$ cat src/rtl/colour_target_scheduler.sv
// rtl/colour_target_scheduler.sv - per-frame target colour scheduling and bounding-box result reporting
module colour_target_scheduler #(
    parameter int X_W        = 10,
    parameter int Y_W        = 9,
    parameter int COUNT_W    = 19,
    parameter int MIN_PIXELS = 64,
    parameter int MISS_LIMIT = 3
) (
    input  logic               i_clk,
    input  logic               i_rst,
    input  logic [4:0]         i_colour_en,
    input  logic               i_sof,
    input  logic               i_eof,
    input  logic               i_pix_valid,
    input  logic [X_W-1:0]     i_pix_x,
    input  logic [Y_W-1:0]     i_pix_y,
    input  logic [4:0]         i_hit_flags,
    output logic [4:0]         o_colour_sel,
    output logic               o_res_valid,
    input  logic               i_res_ready,
    output logic [2:0]         o_res_colour,
    output logic               o_res_found,
    output logic [X_W-1:0]     o_res_cx,
    output logic [Y_W-1:0]     o_res_cy,
    output logic [COUNT_W-1:0] o_res_count
);
    typedef enum logic [2:0] {
        S_IDLE,
        S_WAIT_SOF,
        S_ACCUM,
        S_EVAL,
        S_REPORT
    } state_t;

    localparam logic [3:0]         LP_MISS_LIMIT = 4'(MISS_LIMIT);
    localparam logic [COUNT_W-1:0] LP_MIN        = COUNT_W'(MIN_PIXELS);
    localparam logic [COUNT_W-1:0] LP_SAT        = '1;

    state_t             r_state;
    state_t             w_state_nxt;
    logic [2:0]         r_cur;
    logic [3:0]         r_miss;
    logic               r_lock;
    logic [4:0]         r_sel;
    logic [COUNT_W-1:0] r_count;
    logic [X_W-1:0]     r_xmin;
    logic [X_W-1:0]     r_xmax;
    logic [Y_W-1:0]     r_ymin;
    logic [Y_W-1:0]     r_ymax;
    logic               r_res_valid;
    logic [2:0]         r_res_colour;
    logic               r_res_found;
    logic [X_W-1:0]     r_res_cx;
    logic [Y_W-1:0]     r_res_cy;
    logic [COUNT_W-1:0] r_res_count;

    logic               w_sof;
    logic               w_eof;
    logic               w_en_any;
    logic               w_hit;
    logic               w_handshake;
    logic               w_start;
    logic               w_accum;
    logic [COUNT_W-1:0] w_cnt_b;
    logic [COUNT_W-1:0] w_cnt_n;
    logic [X_W-1:0]     w_xmin_b;
    logic [X_W-1:0]     w_xmin_n;
    logic [X_W-1:0]     w_xmax_b;
    logic [X_W-1:0]     w_xmax_n;
    logic [Y_W-1:0]     w_ymin_b;
    logic [Y_W-1:0]     w_ymin_n;
    logic [Y_W-1:0]     w_ymax_b;
    logic [Y_W-1:0]     w_ymax_n;
    logic               w_found;
    logic [X_W:0]       w_sum_x;
    logic [Y_W:0]       w_sum_y;
    logic [2:0]         w_idle_idx;
    logic [2:0]         w_adv_idx;
    logic               w_adv;
    logic [2:0]         w_cur_n;
    logic               w_lock_n;
    logic [3:0]         w_miss_n;

    // First enabled index found walking upward from start and wrapping; start if none enabled.
    function automatic logic [2:0] f_pick(input logic [4:0] en, input logic [2:0] start);
        logic [2:0] v_idx;
        logic [2:0] v_res;
        logic       v_done;
        v_idx  = start;
        v_res  = start;
        v_done = 1'b0;
        for (int k = 0; k < 5; k++) begin
            if (!v_done && en[v_idx]) begin
                v_res  = v_idx;
                v_done = 1'b1;
            end
            v_idx = (v_idx == 3'd4) ? 3'd0 : v_idx + 3'd1;
        end
        return v_res;
    endfunction

    assign w_sof       = i_sof & i_pix_valid;
    assign w_eof       = i_eof & i_pix_valid;
    assign w_en_any    = |i_colour_en;
    assign w_hit       = i_pix_valid & (|(i_hit_flags & r_sel));
    assign w_handshake = (r_state == S_REPORT) & r_res_valid & i_res_ready;
    assign w_idle_idx  = f_pick(i_colour_en, r_cur);
    assign w_adv_idx   = f_pick(i_colour_en, (r_cur == 3'd4) ? 3'd0 : r_cur + 3'd1);
    assign w_found     = (r_count >= LP_MIN);
    assign w_sum_x     = {1'b0, r_xmin} + {1'b0, r_xmax};
    assign w_sum_y     = {1'b0, r_ymin} + {1'b0, r_ymax};

    always_ff @(posedge i_clk or posedge i_rst) begin
        if (i_rst) begin
            r_state <= S_IDLE;
        end else begin
            r_state <= w_state_nxt;
        end
    end

    always_comb begin
        w_state_nxt = r_state;
        w_start     = 1'b0;
        w_accum     = 1'b0;
        case (r_state)
            S_IDLE: begin
                if (w_en_any) begin
                    w_state_nxt = S_WAIT_SOF;
                end
            end
            S_WAIT_SOF: begin
                if (!w_en_any) begin
                    w_state_nxt = S_IDLE;
                end else if (w_sof) begin
                    w_start     = 1'b1;
                    w_accum     = 1'b1;
                    w_state_nxt = w_eof ? S_EVAL : S_ACCUM;
                end
            end
            S_ACCUM: begin
                // A sof seen here means the previous eof was lost: restart from this pixel.
                if (i_pix_valid) begin
                    w_accum = 1'b1;
                    w_start = w_sof;
                    if (w_eof) begin
                        w_state_nxt = S_EVAL;
                    end
                end
            end
            S_EVAL: begin
                w_state_nxt = S_REPORT;
            end
            S_REPORT: begin
                if (w_handshake) begin
                    w_state_nxt = w_en_any ? S_WAIT_SOF : S_IDLE;
                end
            end
            default: begin
                w_state_nxt = S_IDLE;
            end
        endcase
    end

    always_comb begin
        w_cnt_b  = w_start ? '0 : r_count;
        w_xmin_b = w_start ? '1 : r_xmin;
        w_xmax_b = w_start ? '0 : r_xmax;
        w_ymin_b = w_start ? '1 : r_ymin;
        w_ymax_b = w_start ? '0 : r_ymax;
        w_cnt_n  = w_cnt_b;
        w_xmin_n = w_xmin_b;
        w_xmax_n = w_xmax_b;
        w_ymin_n = w_ymin_b;
        w_ymax_n = w_ymax_b;
        if (w_hit) begin
            if (w_cnt_b != LP_SAT) begin
                w_cnt_n = w_cnt_b + COUNT_W'(1);
            end
            if (i_pix_x < w_xmin_b) w_xmin_n = i_pix_x;
            if (i_pix_x > w_xmax_b) w_xmax_n = i_pix_x;
            if (i_pix_y < w_ymin_b) w_ymin_n = i_pix_y;
            if (i_pix_y > w_ymax_b) w_ymax_n = i_pix_y;
        end
    end

    // Schedule decision applied when the reported result is accepted.
    always_comb begin
        w_cur_n  = r_cur;
        w_lock_n = r_lock;
        w_miss_n = r_miss;
        w_adv    = 1'b0;
        if (!i_colour_en[r_cur]) begin
            w_adv = 1'b1;
        end else if (r_res_found) begin
            w_lock_n = 1'b1;
            w_miss_n = 4'd0;
        end else if (r_lock) begin
            if (r_miss + 4'd1 >= LP_MISS_LIMIT) begin
                w_adv = 1'b1;
            end else begin
                w_miss_n = r_miss + 4'd1;
            end
        end else begin
            w_adv = 1'b1;
        end
        if (w_adv) begin
            w_lock_n = 1'b0;
            w_miss_n = 4'd0;
            if (w_en_any) begin
                w_cur_n = w_adv_idx;
            end
        end
    end

    always_ff @(posedge i_clk or posedge i_rst) begin
        if (i_rst) begin
            r_cur        <= 3'd0;
            r_miss       <= 4'd0;
            r_lock       <= 1'b0;
            r_sel        <= 5'd0;
            r_count      <= '0;
            r_xmin       <= '0;
            r_xmax       <= '0;
            r_ymin       <= '0;
            r_ymax       <= '0;
            r_res_valid  <= 1'b0;
            r_res_colour <= 3'd0;
            r_res_found  <= 1'b0;
            r_res_cx     <= '0;
            r_res_cy     <= '0;
            r_res_count  <= '0;
        end else begin
            if (w_accum) begin
                r_count <= w_cnt_n;
                r_xmin  <= w_xmin_n;
                r_xmax  <= w_xmax_n;
                r_ymin  <= w_ymin_n;
                r_ymax  <= w_ymax_n;
            end
            case (r_state)
                S_IDLE: begin
                    if (w_en_any) begin
                        r_cur <= w_idle_idx;
                        r_sel <= 5'd1 << w_idle_idx;
                    end
                end
                S_WAIT_SOF: begin
                    if (!w_en_any) begin
                        r_sel <= 5'd0;
                    end
                end
                S_EVAL: begin
                    r_res_valid  <= 1'b1;
                    r_res_colour <= r_cur;
                    r_res_found  <= w_found;
                    r_res_cx     <= w_found ? w_sum_x[X_W:1] : '0;
                    r_res_cy     <= w_found ? w_sum_y[Y_W:1] : '0;
                    r_res_count  <= r_count;
                end
                S_REPORT: begin
                    if (w_handshake) begin
                        r_res_valid <= 1'b0;
                        r_cur       <= w_cur_n;
                        r_lock      <= w_lock_n;
                        r_miss      <= w_miss_n;
                        r_sel       <= w_en_any ? (5'd1 << w_cur_n) : 5'd0;
                    end
                end
                default: begin
                end
            endcase
        end
    end

    assign o_colour_sel = r_sel;
    assign o_res_valid  = r_res_valid;
    assign o_res_colour = r_res_colour;
    assign o_res_found  = r_res_found;
    assign o_res_cx     = r_res_cx;
    assign o_res_cy     = r_res_cy;
    assign o_res_count  = r_res_count;
endmodule
$ cat config.mk
export PLATFORM = sky130hd
export DESIGN_NAME = colour_target_scheduler
export DESIGN_NICKNAME = d
export VERILOG_FILES = /design/src/rtl/colour_target_scheduler.sv
export SDC_FILE = /design/constraint.sdc
export NUM_CORES = 1
export LEC_CHECK = 0
export BUFFER_PORTS_ARGS = -buffer_cell sky130_fd_sc_hd__buf_2
export CAP_MARGIN = 20
export CELL_PAD_IN_SITES_DETAIL_PLACEMENT = 0
export CELL_PAD_IN_SITES_GLOBAL_PLACEMENT = 2
export CORE_ASPECT_RATIO = 2
export CORE_MARGIN = 2
export CORE_UTILIZATION = 41
export CTS_CLUSTER_SIZE = 16
export DETAILED_ROUTE_END_ITERATION = 8
export PLACE_DENSITY = 0.87
export SYNTH_ARGS = -nofsm -noshare
export SYNTH_HDL_FRONTEND = slang
export SYNTH_SLANG_ARGS = --single-unit
$ cat constraint.sdc
create_clock -name i_clk -period 13 [get_ports i_clk]
set_clock_uncertainty 0.05 [all_clocks]
set_input_delay 1.3 -clock i_clk [delete_from_list [all_inputs] [get_ports i_clk]]
set_output_delay 1.3 -clock i_clk [all_outputs]
set_load 0.1 [all_outputs]
Word level (Yosys, flattened, before mapping)

Cells that the tools add are included.

Bits in registers: 116
Input bits: 35
Output and inout port bits: 48

Add/sub/neg operators: 9
Order comparisons: 12
Equality and inequality tests: 17
Shift-type cells: 2
Mux-type cells: 89
Bitwise gates (word level): 6
Reductions and logical operators: 31

Operators with widths:

| operator                                              | count |
|---|---|
| two-way mux 10 bit                                    | 7 |
| two-way mux 3 bit                                     | 23 |
| two-way mux 9 bit                                     | 7 |
| two-way mux 19 bit                                    | 3 |
| two-way mux 1 bit                                     | 28 |
| < comparator 3 x 4 -> 1 bit (second input constant)   | 6 |
| two-way mux 4 bit                                     | 5 |
| two-way mux 5 bit                                     | 4 |
| adder 19 x 1 -> 19 bit (second input constant)        | 1 |
| >= comparator 19 x 7 -> 1 bit (second input constant) | 1 |
| != test 19 bit (second input constant)                | 1 |
| binary-select mux 1 bit (select 3 bit)                | 6 |
| equality test 3 bit (second input constant)           | 6 |
| adder 3 x 1 -> 3 bit (second input constant)          | 5 |
| case mux 3 bit (5 select lines)                       | 1 |
| case mux 5 bit (3 select lines)                       | 1 |
| adder 10 x 10 -> 11 bit                               | 1 |
| adder 9 x 9 -> 10 bit                                 | 1 |
| greater-than comparator 10 bit                        | 1 |
| < comparator 10 bit                                   | 1 |
| != test 2 bit (second input constant)                 | 5 |
| AND reduction 5 bit                                   | 2 |
| OR reduction 5 bit                                    | 2 |
| left shift 1 x 3 -> 5 bit (first input constant)      | 2 |
| other kinds (19)                                      | 46 |

Logic depth before layout (Yosys ltp)

Depth after elaboration: 23
Mapped depth: 21
Mapped depth without buffers: 19

Worst setup path after synthesis

OpenSTA, ideal clock, no wires.

Kind: input-to-reg
Start point: in i_colour_en[3]
End point: reg r_ymax[0]
Data arrival time: 5044 ps
Data required time: 12884 ps
Slack: 7840 ps
Stages: 20
Path through: clkbuf_1 or4_1 o21ai_0 a21o_1 clkbuf_1 clkbuf_1 nand2_1 ha_1 nor2b_1 o21a_1 o21a_1 o21a_1 o21a_1 o21a_1 o21a_1 o21a_1 o21ai_0 a21o_1 clkbuf_1 a22o_1

Cells in the longest elaborated chain, start to end: 7
Elaborated cells on any way between the ends: 8
Classes of those cells: order compare (1); mux (6); reduce/logical (1)

Ends and longest elaborated chain:

| what                            | RTL line | RTL |
|---|---|---|
| start, declared                 | 11       | `input logic [4:0] i_colour_en,` |
| OR reduction 5 bit (*)          | 104      | `assign w_en_any = \|i_colour_en;` |
| two-way mux 1 bit (*)           | 132      | `if (!w_en_any) begin` |
| case mux 1 bit (2 select lines) | 125      | `case (r_state)` |
| two-way mux 9 bit               | 169      | `w_ymax_b = w_start ? '0 : r_ymax;` |
| greater-than comparator 9 bit   | 182      | `if (i_pix_y > w_ymax_b) w_ymax_n = i_pix_y;` |
| two-way mux 9 bit               | 182      |  |
| two-way mux 9 bit               | 175      | `if (w_hit) begin` |
| end signal, assigned            | 238      | `r_ymax <= w_ymax_n;` |
| end, declared                   | 49       | `logic [Y_W-1:0] r_ymax;` |

Every way passes the cells marked *; elsewhere a longest branch is shown, timed or not.
A chain may end at the register's enable or synchronous reset.

Final worst setup path

Start point: reg r_cur[0]
End point: reg r_sel[2], in the netlist o_colour_sel[2]

Cells in the longest elaborated chain, start to end: 23
Elaborated cells on any way between the ends: 68
Classes of those cells: add/sub (5); eq/ne (5); shift (2); mux (40); reduce/logical (16)

Ends and longest elaborated chain:

| what                                                                          | RTL line | RTL |
|---|---|---|
| start, declared                                                               | 41       | `logic [2:0] r_cur;` |
| start signal, assigned                                                        | 243      | `r_cur <= w_idle_idx;` |
| start signal, assigned                                                        | 263      | `r_cur <= w_cur_n;` |
| parallel branches: the longest is 22 deep, another holds adder 3 x 1 -> 3 bit | --       |  |
| case mux 5 bit (3 select lines) (*)                                           | 240      | `case (r_state)` |
| end signal, assigned                                                          | 244      | `r_sel <= 5'd1 << w_idle_idx;` |
| end signal, assigned                                                          | 266      | `r_sel <= w_en_any ? (5'd1 << w_cur_n) : 5'd0;` |
| end, declared                                                                 | 44       | `logic [4:0] r_sel;` |

Every way passes the cells marked *. The select of a mux whose other input is x is not followed.

==> impl_summary.log <==
[metrics] Critical Path End Type: flop
[metrics] CORE AREA: ~0.019 mm^2
[metrics] post-synthesis net count: between 900 and 1000
[metrics] Final period util: about 45%
[metrics] drt wl/cell: between 20 and 25 um
[metrics] capturing element of the worst setup path: o_colour_sel[2]$_DFFE_PP0P_
[metrics] area fraction in compound gates after synthesis: 21.9%
[metrics] proportion of synthesized chip area in sequential cells: 37.4%
[metrics] Worst path slowest cell: dfrtp_1
[metrics] Via Count: 6500
[metrics] R2R Setup Slk: just over 7 ns
[metrics] maximum count of clock buffers along a single path: 2
[metrics] Diodes inserted: 0
[metrics] fin crit period: 5.83 ns
[metrics] number of buffer and inverter stages on the critical path: 2
[metrics] DR iter-0 viols: approximately 230
[metrics] portion of netlist area occupied by mux cells: around 5.8%
[metrics] pin count of the biggest net entering global routing: 60
[metrics] I/O pin count: just over 80
[metrics] Most Used Layer, Global Route: met2
[metrics] worst slew slack as a fraction of its limit: roughly 30%
[metrics] TritonCTS buffer count: 17
[metrics] placed wire-length estimate: 17.4 mm
[metrics] Post-Synth XOR/XNOR Area: around 3.6%
[metrics] die height: around 200 um
[metrics] YS warnings: 0
[metrics] cell depth of the worst flop-to-flop path: 17
[metrics] count of H-tree levels built during CTS: 4
[metrics] number of gates resized after cts: 0
[metrics] post-synthesis instance area: ~0.0078 mm^2
[metrics] Cells on Worst Hold Path: 2
[metrics] overall routing resource usage: 23.4%
[metrics] M3 GR Usage: 3.23%
[metrics] number of enable-type register cells in the synthesized netlist: 0
[metrics] Die Footprint: 0.0201 mm^2
[metrics] number of max-cap violations: 0
[metrics] via count of the first global-routing pass: 6786
[metrics] total power per unit cell area: roughly 320 mW/mm^2
[metrics] clock sinks: around 120
[metrics] clock input transition at the sequential cells of the worst setup and hold paths: ~0.060 ns
[metrics] run status: finished, final reports clean
[metrics] CP Class: reg2reg
[metrics] ordered list of cells on the worst path: inv_1 -> ha_1 -> a21oi_1 -> inv_1 -> ha_1 -> o21ai_0 -> a22oi_4 -> ha_1 -> mux2_2 -> and3_1 -> o21ai_1 -> nand3_4 -> or4_4 -> or3_1 -> a31oi_2 -> or4_1 -> o211ai_2
[metrics] maximum vdd ir drop: approximately 0.00016 V
[metrics] pin slew with the least headroom to its limit: between 1 and 1.5 ns
[metrics] clock tree from TritonCTS: yes
[metrics] origin of the critical flop-to-flop path: r_cur[0]$_DFFE_PP0P_
[metrics] starting density of the core: a little over 40%
[metrics] adder and majority cell fraction of the synthesized area: 10.8%
[metrics] Post-DRT Antenna Nets: 0
[metrics] Final Setup Violations: 0
[metrics] type of the most critical hold path: reg2reg
[metrics] critical path's top delay family: simple AND/OR/NAND/NOR gates
[metrics] clock insertion delay at the later pin of the skew report: ~0.42 ns
[metrics] number of antenna violations at the first check in global routing: 1
[metrics] remaining routing DRC violations: 0
[metrics] number of placement rows: just over 70
[metrics] number of hold-repair buffers added at the cts stage: 0
[metrics] Avg Synthesized Cell Area: 9.56 um^2
[metrics] total negative slack: 0 ns
[metrics] last weighted congestion value of the routability-driven placer: about 0.9
[metrics] vias per cell: ~5.8
[metrics] async set-reset flop share out of synthesis: 100%
[metrics] met2 track utilization from global routing: 46.6%
[metrics] arrival time worst endpoint: just over 6 ns
[metrics] Pre-antenna DRT Iters: 4
[metrics] total global routing overflow: 0
[metrics] upper clock frequency limit: between 150 and 200 MHz
[metrics] Min Hold Slack: approximately 0.43 ns
[metrics] chip width: just over 100 um
[metrics] crit-path max FO: 13
[metrics] crit-path most repeated cell: ha_1
[metrics] number of pins with negative max-slew slack in the final report: 0
[metrics] global-route wire length before repair: approximately 35 mm
[metrics] worst setup path startpoint: r_cur[0]$_DFFE_PP0P_
[metrics] final hold viol count: 0
[metrics] met1 global-route usage: 21.9%
[metrics] flip-flop cell with the highest count after synthesis: dfrtp_1
[metrics] simple-gate share of the synthesized area: approximately 17%
[metrics] count of nets after finishing: around 990
[metrics] Worst path max stage delay: 0.69 ns
[metrics] fraction of layout cells with a size suffix above 1: between 20 and 25%
[metrics] cell at the root of the clock tree: clkbuf_16
[metrics] WP data required: 13.24 ns
[metrics] kind of launch point of the worst setup path: flop
[metrics] total routed wirelength: between 20 and 25 mm
[metrics] Crit. path cell count: 17
[metrics] Final Power: 2.85 mW
[metrics] leakage power figure: approximately 4.4 nW
[metrics] Port Buffers: between 80 and 90
[metrics] Cells after Synth: roughly 800
[metrics] P&R area growth vs syn: 15.9%
[metrics] capture instance of the worst register-to-register path: o_colour_sel[2]$_DFFE_PP0P_
[metrics] main combinational cell family by area after synthesis: compound AO/OA/AOI/OAI gates
[metrics] Unique masters post-synth: 93
[metrics] post-CTS repair timing setup buffer count: 0
[metrics] flip-flop and latch count after synthesis: around 120
[metrics] unrepaired setup endpoints after global routing: no
==> metrics by stage <==
step                util, %  instance area, um^2  instances  worst slack, ns
finish                 48.2                 8990       1121             7.17
global placement       44.8                 8360       1090             7.25
global route           48.2                 8990       1121             6.79
floorplan                 -                 7750        811             7.84
CTS                    48.2                 8990       1121             7.20
detailed placement     44.8                 8360       1090             7.23
==> worst min path at each step <==
stage          slack [ns]                          end                        start
2_1_floorplan        0.42        r_xmin[0]$_DFFE_PP0P_        r_xmin[0]$_DFFE_PP0P_
3_3_place_gp         0.41  o_res_count[14]$_DFFE_PP0P_  o_res_count[14]$_DFFE_PP0P_
3_5_place_dp         0.41      o_res_cy[8]$_DFFE_PP0P_      o_res_cy[8]$_DFFE_PP0P_
4_1_cts              0.43      o_res_cy[8]$_DFFE_PP0P_      o_res_cy[8]$_DFFE_PP0P_
5_1_grt              0.45      o_res_cx[9]$_DFFE_PP0P_      o_res_cx[9]$_DFFE_PP0P_
6_report             0.43      o_res_cx[9]$_DFFE_PP0P_      o_res_cx[9]$_DFFE_PP0P_
==> synthesized netlist by cell type, types with 12 or more instances <==
library cell,number,area [um^2]
clkbuf_1,20,75.1
inv_1,38,143
a21oi_1,44,220
a21o_1,12,90.1
nand3_1,16,80.1
a22o_1,37,324
xnor2_1,20,175
nand2_1,65,244
nor3_1,14,70.1
o21a_1,17,128
xor2_1,12,105
o21ai_0,37,185
nor2_1,77,289
mux2i_1,18,180
mux2_2,24,270
dfrtp_1,116,2900
ha_1,64,801
==> routing by layer <==
layer  up-vias  routed length (um)
li1       3136                   -
met1      3169                7840
met2       132               13200
met3        61                 504
met4         2                 986
met5         -                  11
==> cells in the final DEF (no fill, tap or decap), types with 17 or more instances in the layout <==
cell type	n
ha_1	64
a22o_1	37
mux2i_1	18
dfrtp_1	116
mux2_2	24
nor2_1	77
buf_2	82
inv_1	37
a21oi_1	43
o21ai_0	37
clkbuf_16	17
o21a_1	17
xnor2_1	20
nand2_1	64
==> power by group <==
part / switching, mW / internal, mW
combinational: 1.08 / 0.710
sequential: 0.106 / 0.440
clock: 0.169 / 0.343
total: 1.36 / 1.49
==> cell type report <==
type                       count  area, um^2
clock buffer                  21         450
clock inverter                10         180
fill                        1804        9670
inverter                      39         149
multi-input combinational    629        4580
sequential                   116        2900
tap                          219         274
timing repair buffer          87         448
==> worst min-delay path, cell delays in order (launching register included) <==
cell and delay (ns):
dfrtp_1 0.34, nand2_1 0.05, nand2_1 0.06
==> state kept, by name, indices dropped and copies added, names as in the netlist <==
signal	flops
o_res_valid	1
r_xmax	10
o_colour_sel	5
r_lock	1
r_ymax	9
r_count	19
r_ymin	9
o_res_cy	9
o_res_count	19
o_res_found	1
r_miss	4
r_cur	3
r_xmin	10
r_state	3
o_res_colour	3
o_res_cx	10
==> kinds of logic after synthesis <==
kind of cell / Yosys count
flops: 116
mux: 42
xor+xnor: 32
buf+inv: 66
simple gates: 257
fa+ha+maj: 66
compound gates: 232
(Power assumes the default switching activity.)
